## src/rtl/brick_game_sequencer_if.sv

```systemverilog
// brick_game_sequencer_if: ball-motion and brick-store handshake bundle seen by the game sequencer.
interface brick_game_sequencer_if;
    logic [3:0] ball_row;
    logic [3:0] ball_col;
    logic       ball_step;
    logic       ball_done;
    logic       ball_miss;
    logic       ball_reload;
    logic       brick_req;
    logic [3:0] brick_row;
    logic [3:0] brick_col;
    logic       brick_ack;
    logic       brick_hit;
    logic       brick_reload;
    modport master (
        output ball_step, ball_reload, brick_req, brick_row, brick_col, brick_reload,
        input  ball_row, ball_col, ball_done, ball_miss, brick_ack, brick_hit
    );
    modport slave (
        input  ball_step, ball_reload, brick_req, brick_row, brick_col, brick_reload,
        output ball_row, ball_col, ball_done, ball_miss, brick_ack, brick_hit
    );
endinterface

```

## src/rtl/brick_game_sequencer.sv

```systemverilog
// brick_game_sequencer: game tick, ball stepping, brick collision lookup and score/lives bookkeeping.
module brick_game_sequencer #(
    parameter int TICK_DIV    = 25000000,
    parameter int LIVES       = 3,
    parameter int BRICK_ROWS  = 7,
    parameter int BRICK_COUNT = 56
) (
    input  logic                        clock,
    input  logic                        reset,
    input  logic                        start,
    brick_game_sequencer_if.master      bus,
    output logic [9:0]                  score,
    output logic [1:0]                  lives,
    output logic [1:0]                  game_state
);
    localparam int CW = TICK_DIV > 1 ? $clog2(TICK_DIV) : 1;
    localparam int BW = $clog2(BRICK_COUNT + 1);
    localparam logic [CW-1:0] TICK_LAST   = CW'(TICK_DIV - 1);
    localparam logic [BW-1:0] BRICKS_INIT = BW'(BRICK_COUNT);
    localparam logic [1:0]    LIVES_INIT  = 2'(LIVES);
    localparam logic [4:0]    ROWS        = 5'(BRICK_ROWS);

    localparam logic [2:0] S_SERVE     = 3'd0;
    localparam logic [2:0] S_WAIT_TICK = 3'd1;
    localparam logic [2:0] S_STEP      = 3'd2;
    localparam logic [2:0] S_WAIT_BALL = 3'd3;
    localparam logic [2:0] S_CHECK     = 3'd4;
    localparam logic [2:0] S_WON       = 3'd5;
    localparam logic [2:0] S_LOST      = 3'd6;

    logic [2:0]    state;
    logic [CW-1:0] cnt;
    logic [BW-1:0] bricks_left;

    always_comb
        game_state = (state == S_SERVE) ? 2'd0 :
                     (state == S_WON)   ? 2'd2 :
                     (state == S_LOST)  ? 2'd3 : 2'd1;

    always_ff @(posedge clock) begin
        if (reset) begin
            state            <= S_SERVE;
            cnt              <= '0;
            score            <= '0;
            lives            <= LIVES_INIT;
            bricks_left      <= BRICKS_INIT;
            bus.ball_step    <= 1'b0;
            bus.ball_reload  <= 1'b0;
            bus.brick_reload <= 1'b0;
            bus.brick_req    <= 1'b0;
            bus.brick_row    <= '0;
            bus.brick_col    <= '0;
        end else begin
            bus.ball_step    <= 1'b0;
            bus.ball_reload  <= 1'b0;
            bus.brick_reload <= 1'b0;
            case (state)
                S_SERVE:
                    if (start) begin
                        state <= S_WAIT_TICK;
                        cnt   <= '0;
                    end
                // ball_step is raised on the edge entering STEP so it spans exactly that state
                S_WAIT_TICK:
                    if (cnt == TICK_LAST) begin
                        cnt           <= '0;
                        state         <= S_STEP;
                        bus.ball_step <= 1'b1;
                    end else begin
                        cnt <= cnt + 1'b1;
                    end
                S_STEP:
                    state <= S_WAIT_BALL;
                S_WAIT_BALL:
                    if (bus.ball_done) begin
                        if (bus.ball_miss) begin
                            lives <= lives - 1'b1;
                            if (lives == 2'd1) begin
                                state <= S_LOST;
                            end else begin
                                bus.ball_reload <= 1'b1;
                                state           <= S_SERVE;
                            end
                        end else if ({1'b0, bus.ball_row} < ROWS) begin
                            bus.brick_row <= bus.ball_row;
                            bus.brick_col <= bus.ball_col;
                            bus.brick_req <= 1'b1;
                            state         <= S_CHECK;
                        end else begin
                            state <= S_WAIT_TICK;
                        end
                    end
                S_CHECK:
                    if (bus.brick_ack) begin
                        bus.brick_req <= 1'b0;
                        if (bus.brick_hit) begin
                            score       <= (score == 10'h3ff) ? score : score + 1'b1;
                            bricks_left <= (bricks_left == '0) ? bricks_left : bricks_left - 1'b1;
                            state       <= (bricks_left <= BW'(1)) ? S_WON : S_WAIT_TICK;
                        end else begin
                            state <= S_WAIT_TICK;
                        end
                    end
                S_WON, S_LOST:
                    if (start) begin
                        bus.brick_reload <= 1'b1;
                        bus.ball_reload  <= 1'b1;
                        score            <= '0;
                        lives            <= LIVES_INIT;
                        bricks_left      <= BRICKS_INIT;
                        state            <= S_SERVE;
                    end
                default:
                    state <= S_SERVE;
            endcase
        end
    end
endmodule

```

## src/flat_wrapper.sv

```systemverilog
// flat-port wrapper written by rule: the top's interface ports become plain ports
module brick_game_sequencer_flat 
#(
    parameter int TICK_DIV    = 25000000,
    parameter int LIVES       = 3,
    parameter int BRICK_ROWS  = 7,
    parameter int BRICK_COUNT = 56
)
  (clock, reset, start, score, lives, game_state, bus_ball_step, bus_ball_reload, bus_brick_req, bus_brick_row, bus_brick_col, bus_brick_reload, bus_ball_row, bus_ball_col, bus_ball_done, bus_ball_miss, bus_brick_ack, bus_brick_hit);
  brick_game_sequencer_if bus_i ();
  input  logic clock;
  input  logic reset;
  input  logic start;
  output logic [9:0] score;
  output logic [1:0] lives;
  output logic [1:0] game_state;
  output wire logic [$bits(bus_i.ball_step)-1:0] bus_ball_step;
  output wire logic [$bits(bus_i.ball_reload)-1:0] bus_ball_reload;
  output wire logic [$bits(bus_i.brick_req)-1:0] bus_brick_req;
  output wire logic [$bits(bus_i.brick_row)-1:0] bus_brick_row;
  output wire logic [$bits(bus_i.brick_col)-1:0] bus_brick_col;
  output wire logic [$bits(bus_i.brick_reload)-1:0] bus_brick_reload;
  input wire logic [$bits(bus_i.ball_row)-1:0] bus_ball_row;
  input wire logic [$bits(bus_i.ball_col)-1:0] bus_ball_col;
  input wire logic [$bits(bus_i.ball_done)-1:0] bus_ball_done;
  input wire logic [$bits(bus_i.ball_miss)-1:0] bus_ball_miss;
  input wire logic [$bits(bus_i.brick_ack)-1:0] bus_brick_ack;
  input wire logic [$bits(bus_i.brick_hit)-1:0] bus_brick_hit;
  assign bus_ball_step = bus_i.ball_step;
  assign bus_ball_reload = bus_i.ball_reload;
  assign bus_brick_req = bus_i.brick_req;
  assign bus_brick_row = bus_i.brick_row;
  assign bus_brick_col = bus_i.brick_col;
  assign bus_brick_reload = bus_i.brick_reload;
  assign bus_i.ball_row = bus_ball_row;
  assign bus_i.ball_col = bus_ball_col;
  assign bus_i.ball_done = bus_ball_done;
  assign bus_i.ball_miss = bus_ball_miss;
  assign bus_i.brick_ack = bus_brick_ack;
  assign bus_i.brick_hit = bus_brick_hit;
  brick_game_sequencer #(.TICK_DIV(TICK_DIV), .LIVES(LIVES), .BRICK_ROWS(BRICK_ROWS), .BRICK_COUNT(BRICK_COUNT)) u_core (.clock(clock), .reset(reset), .start(start), .bus(bus_i), .score(score), .lives(lives), .game_state(game_state));
endmodule
```

## config.mk

```make
export PLATFORM = sky130hd
export DESIGN_NAME = brick_game_sequencer_flat
export DESIGN_NICKNAME = d
export VERILOG_FILES = /design/src/rtl/brick_game_sequencer_if.sv /design/src/rtl/brick_game_sequencer.sv /design/src/flat_wrapper.sv
export SDC_FILE = /design/constraint.sdc
export NUM_CORES = 1
export LEC_CHECK = 0
export ABC_AREA = 1
export CORE_MARGIN = 8
export CORE_UTILIZATION = 45
export DETAILED_ROUTE_END_ITERATION = 12
export PLACE_DENSITY = 0.69
export RECOVER_POWER = 100
export SYNTH_ARGS = -nofsm -noshare
export SYNTH_HDL_FRONTEND = slang
export SYNTH_SLANG_ARGS = --single-unit
```

## constraint.sdc

```tcl
create_clock -name clock -period 3.9 [get_ports clock]
set_clock_uncertainty 0.15 [all_clocks]
set_input_delay 0.39 -clock clock [delete_from_list [all_inputs] [get_ports clock]]
set_output_delay 0.39 -clock clock [all_outputs]
set_load 0.005 [all_outputs]
```

==> metrics, run 1 <==
status finished clean; Die Y 102 µm; Pwr Density 386 nW/µm²; Lkg Pwr 0.00164 µW; crit share post-route 72.0%; total core area 7250 µm²; syn_nets 553; area share of the largest cell type after synthesis 34.5%; vias per std cell 5.07; Avg Cell Area, Syn 6.33 µm²; Final HPWL DP 6.25 mm; Comb pwr share 26.1%; Seq cells post-synth 58; post-DR wirelength/cell 12.5 µm; Clk pwr share 31.9%; CP Capture Type flip-flop; Max Fclk 356 MHz; Final min period 2810 ps; CTS Buffer Depth 2; final cell count without fillers 677; site row count 31; DRC 0; Max Slew Vio Count 0; Final Hold Viols 0; sequential-to-total area share from yosys stat 34.5%; Post-synth EDFFs 0; Post-synth top flop dfxtp_1; Setup TNS 0 ps; Hold Crit Class flip-flop to flip-flop; Max-slew headroom 29.4%; drt total wl 8.44 mm; first-pass GRT wire length 14.5 mm; largest net degree at the start of global routing 27; clock sink count 58; Area growth, synth to finish 18.2%; post-CTS setup repair buffer count 0; via count 3430; fillers 769; most frequent cells after synthesis 142 x nand2_1, 81 x nor2_1, 58 x dfxtp_1; vias in the first global route 3272; Peak VDD IR 0.000225 V; Gate Count Post-Synth 532; clock transition at the registers of the reported paths 60 ps; placer congestion estimate 0.922; clock latency at the later pin of the worst-skew pair 330 ps; Startpoint Class input port; initial antenna violation count 0; sequential share of power 42.1%; io pins 41; Net Sw Frac 34.9%; internal power 1000 µW; Max Cap Violations 0; H-tree depth 3; IO Port Bufs 40; Post-synth ARST share 0%; Synth warnings 0; Req. time, crit path 3960 ps; largest area contributor in the netlist dfxtp_1; most common cell in the netlist nand2_1; Setup Crit Path Kind input port to flip-flop; DIE AREA 10500 µm²; antenna cell count 0; Hold Buf Count CTS 0; Least-Margin Pin Slew 1060 ps; post-cts resize count 0; share of layout cells above drive strength 1 6.75%; CP arrival 2870 ps; antenna-violating nets left 0; RSZ-0062 raised after global routing false; GRT Util Overall 17.0%; Post-layout nets 595; Psw 535 µW; clock root buffer clkbuf_8; Initial DRT Pass Iterations 4; CP Max Fanout 26; Die Wd 102 µm; synth unique cells 35; Num CTS Buffers 9; final setup violating endpoints 0; largest cells by area after synthesis dfxtp_1 34%, nand2_1 16%, nor2_1 9.0%; CTS tree yes; Initial Utilization 46.4%; initial DRC count 138; Post-Route Utilization 54.9%; hold slack final 292 ps; gr ovfl total 0; placed cells 662; Mapped Area 3370 µm²
==> area by class of cell <==
class,instances,area (µm²),area share [%]
Timing Repair Buffer,41,404,10.2
Tap cell,99,124,3.11
Clock inverter,3,15.0,0.377
Multi-Input combinational cell,403,1890,47.4
Inverter,61,233,5.85
Sequential cell,58,1160,29.2
Clock buffer,12,155,3.90
==> placed cells by master (no fill, tap or decap), drive strengths merged, types with 3 or more instances in the layout <==
cell type and instances:
nand3 48, nor2 90, clkinv 3, nor4 3
nand2 150, inv 60, clkbuf 13, nor3 12
dfxtp 58, or2 6, dlygate4sd3 27, nand4 5
o21ai 29, clkdlybuf4s50 13, ha 6, a21oi 43
==> cell families after synthesis <==
family                     count (synthesis)  synth area share, %
AOI/OAI and AO/OA                         75                 12.0
and+or+nand+nor                          318                 41.5
xor gates and xnor gates                   4                 1.04
buffers and inverters                     71                 8.66
DFF                                       58                 34.5
adders and majority gates                  6                 2.23
==> critical path, cell delays in order <==
cell and delay (ps):
dlygate4sd3_1 520, clkbuf_1 780, inv_1 700, nand2_1 390, nor2_1 80
==> routing by layer <==
layer	wire (µm)	share of wire (%)	GRT usage (%)	vias to the layer above
met4	83	0.98	4.29	0
li1	-	-	-	1786
met2	3930	47	28.8	86
met3	465	5.5	5.11	7
met5	0	0	0	-
met1	3960	47	20.5	1551
==> final timing paths <==
kind	cells after the start	slack, ps	endpoint	from
max	5	1090	u_core.cnt[11]	reset
min	2	290	u_core.bus.brick_row[3]	u_core.bus.brick_row[3]
max reg2reg	9	1160	u_core.score[1]	u_core.state[2]
min reg2reg	2	290	u_core.bus.brick_row[3]	u_core.bus.brick_row[3]
==> sequential cells by signal, summed over array words and instances (netlist names) <==
signal,flops
u_core.cnt,25
u_core.bus.ball_step,1
u_core.bus.brick_col,4
u_core.bus.brick_reload,1
u_core.score,10
u_core.bus.brick_req,1
u_core.bus.brick_row,4
u_core.lives,2
u_core.bus.ball_reload,1
u_core.state,3
u_core.bricks_left,6
==> stage by stage <==
stage	setup slack, ps	instance area (µm²)	total power (µW)
2_1_floorplan	2220	3370	962
3_3_place_gp	1560	3840	1080
3_5_place_dp	1520	3840	1080
4_1_cts	1390	4010	1570
5_1_grt	873	3980	1620
6_report	1090	3980	1530
==> power by group through the flow <==
stage | Combinational [µW] | Clock [µW] | Sequential, µW
after floorplan | 309 | 0 | 653
after global placement | 417 | 0 | 659
after detailed placement | 418 | 0 | 660
final | 400 | 489 | 645
after CTS | 421 | 501 | 647
after global routing | 457 | 518 | 649
(Power assumes the default switching activity.)
==> inputs of run 2 (changes only) <==
- PLACE_DENSITY: 0.69 -> 0.71
- clock period: 3.9 -> 2.5 ns (I/O delays scaled with it)
==> run 2 against run 1 <==
Compared with the run above:
- die area stayed put
- critical path type is now flip-flop to output pin
- count of clock-buffer cells in the layout is 2 lower
- highest routed layer unchanged
- register-to-register slack worse by 880 ps
- largest cell class unchanged
==> metrics, run 2 (synthesis gave the netlist of run 1 again) <==
Startpoint Class flip-flop; RSZ-0062 raised after global routing false; via count 3409 (-0.61%); Clk pwr share 37.2% (+5.3 points); Num CTS Buffers 9 (unchanged); clock transition at the registers of the reported paths 70 ps (about the same); drt total wl 8.52 mm (+1.0%); post-DR wirelength/cell 12.5 µm (+0.43%); commonest non-fill, non-tap cell in the layout nand2_1; placer congestion estimate 0.919 (-0.27%); crit-path max cell delay 580 ps (-200 ps); Req. time, crit path 2100 ps (-1860 ps); critical path's slowest cell clkdlybuf4s50_1; antenna cell count 0 (unchanged); clock sink count 58 (unchanged); crit path from u_core.state[0]; first-pass GRT wire length 14.5 mm (+0.33%); Initial DRT Pass Iterations 5 (+1); Worst Path Buf+Inv 2 (-1); internal power 1730 µW (+73%); Area growth, synth to finish 20.0%; Post-Route Utilization 55.7% (+0.83 points); Setup TNS 0 ps (unchanged); antenna-violating nets left 0 (unchanged); placed cells 665 (+0.45%); r2r endpoint u_core.cnt[3]; most frequent cells in the layout 145 x nand2_1, 85 x nor2_1, 57 x inv_1, 57 x dfxtp_1, 47 x nand3_1; Lkg Pwr 0.00169 µW (+2.5%); r2r setup slk 280 ps (-880 ps); total core area 7250 µm² (unchanged); IO Port Bufs 40 (unchanged); Max Slew Vio Count 0 (unchanged); CP delay by family, top buffers and inverters; Die Y 102 µm (unchanged); Psw 859 µW (+61%); crit share post-route 89.7%; Pwr Density 642 nW/µm² (+66%); io pins 41 (unchanged); Peak VDD IR 0.000404 V (+79%); Max-slew headroom 43.4% (+14 points); DRC 0 (unchanged); vias in the first global route 3212 (-1.8%); Reg2Reg Depth 7 (-2); Post-layout nets 598 (+0.50%); DIE AREA 10500 µm² (unchanged); Largest regs u_core.cnt x25, u_core.score x10, u_core.bricks_left x6; Max Cap Violations 0 (unchanged); initial antenna violation count 0 (unchanged); Final HPWL DP 6.27 mm (+0.36%); cell breakdown of the critical path inv_1 > nor2_1 > nand2_1 > nand2_1 > clkdlybuf4s50_1; crit path to game_state[1]; max reg flops 25 (unchanged); final setup violating endpoints 0 (unchanged); CTS tree yes; post-CTS setup repair buffer count 0 (unchanged); GRT Util Overall 17.4% (+0.33 points); Final min period 2240 ps; CP arrival 1840 ps (-1030 ps); Hold Crit Class flip-flop to flip-flop; share of layout cells above drive strength 1 7.56% (+0.81 points); Final Hold Viols 0 (unchanged); Net Sw Frac 33.1% (-1.7 points); Power Total 2590 µW (+69%); Max Fclk 446 MHz; final cell count without fillers 681 (+0.59%); Die Wd 102 µm (unchanged); CP Capture Type output pin; initial DRC count 156 (+13%); Setup Crit Path Kind flip-flop to output pin; Critical Path Stages 5 (unchanged); Min-Delay Path Depth 2 (unchanged); Initial Utilization 46.4% (unchanged); site row count 31 (unchanged); fillers 747 (-2.9%); vias per std cell 5.01 (-1.2%); sequential share of power 38.6% (-3.5 points); Least-Margin Pin Slew 843 ps (-217 ps); Top cell by count, worst path nand2_1; Most flops, register u_core.cnt; Comb pwr share 24.1% (-2.0 points); status finished clean; largest net degree at the start of global routing 24 (-11%); CTS Buffer Depth 2 (unchanged); H-tree depth 3 (unchanged); clock root buffer clkbuf_8; clock latency at the later pin of the worst-skew pair 350 ps (+20 ps); CP Max Fanout 6 (-77%); gr ovfl total 0 (unchanged); RR Startpoint u_core.state[1]
==> run 2: cell types whose count changed in the layout (fill, tap and decap cells not counted), moves of 2 or more <==
cell / delta
buf_4: +4
bufinv_16: +2
clkbuf_1: -2
clkdlybuf4s50_1: +2
dlygate4sd3_1: -2
nand2_1: -2
nand2_2: +2
nor2_1: +2
==> run 2: cell type report <==
type / count / area (µm²) / share of cell area [%]
multi-input combinational: 403 / 1870 / 46.3
clock buffer: 10 / 138 / 3.41
timing repair buffer: 44 / 430 / 10.7
inverter: 61 / 234 / 5.79
tap: 99 / 124 / 3.07
clock inverter: 6 / 80.1 / 1.98
sequential: 58 / 1160 / 28.8
==> run 2: worst min-delay path by stage <==
| stage | end | start | slack, ps |
|---|---|---|---|
| floorplan | u_core.bus.ball_step | reset | 180 |
| global placement | u_core.bus.brick_row[3] | u_core.bus.brick_row[3] | 280 |
| detailed placement | u_core.bus.brick_row[3] | u_core.bus.brick_row[3] | 290 |
| CTS | u_core.bus.brick_row[3] | u_core.bus.brick_row[3] | 300 |
| global route | u_core.bus.brick_row[2] | bus_ball_row[2] | 330 |
| finish | u_core.bus.brick_row[3] | u_core.bus.brick_row[3] | 290 |
==> run 2: worst register-to-register path: stages, from the launching register on <==
cell and delay, ps:
dfxtp_1 370, nor2_1 280, nand2_2 120, o21ai_1 680
inv_4 230, o21ai_1 180, nand2_1 60, nor2_1 90
==> run 2: power by group through the flow <==
stage               logic (µW)  registers [µW]  clock network (µW)
global route               694            1010                1020
CTS                        663            1010                 983
finish                     626            1000                 966
global placement           646            1030                   0
floorplan                  482            1020                   0
detailed placement         657            1030                   0
==> run 2: repair_timing <==
action | 4_1_cts | 5_1_grt
setup endpoints to repair | 0 | 1
hold buffers | 0 | 0
resized for setup | 0 | 1
==> run 2: metal layers <==
layer | up-vias | track usage, % | wire length (µm)
li1 | 1791 | - | -
met1 | 1510 | 20.6 | 3850
met5 | - | 0 | 0
met2 | 92 | 28.3 | 3930
met3 | 16 | 5.18 | 563
met4 | 0 | 7.67 | 178
==> run 2: metrics by stage <==
step	hold slack [ps]	setup WS (ps)	cell area [µm²]
final	294	257	4040
after global placement	279	546	3860
after global routing	327	101	4040
after detailed placement	288	480	3860
after CTS	301	118	4080
after floorplan	177	817	3370
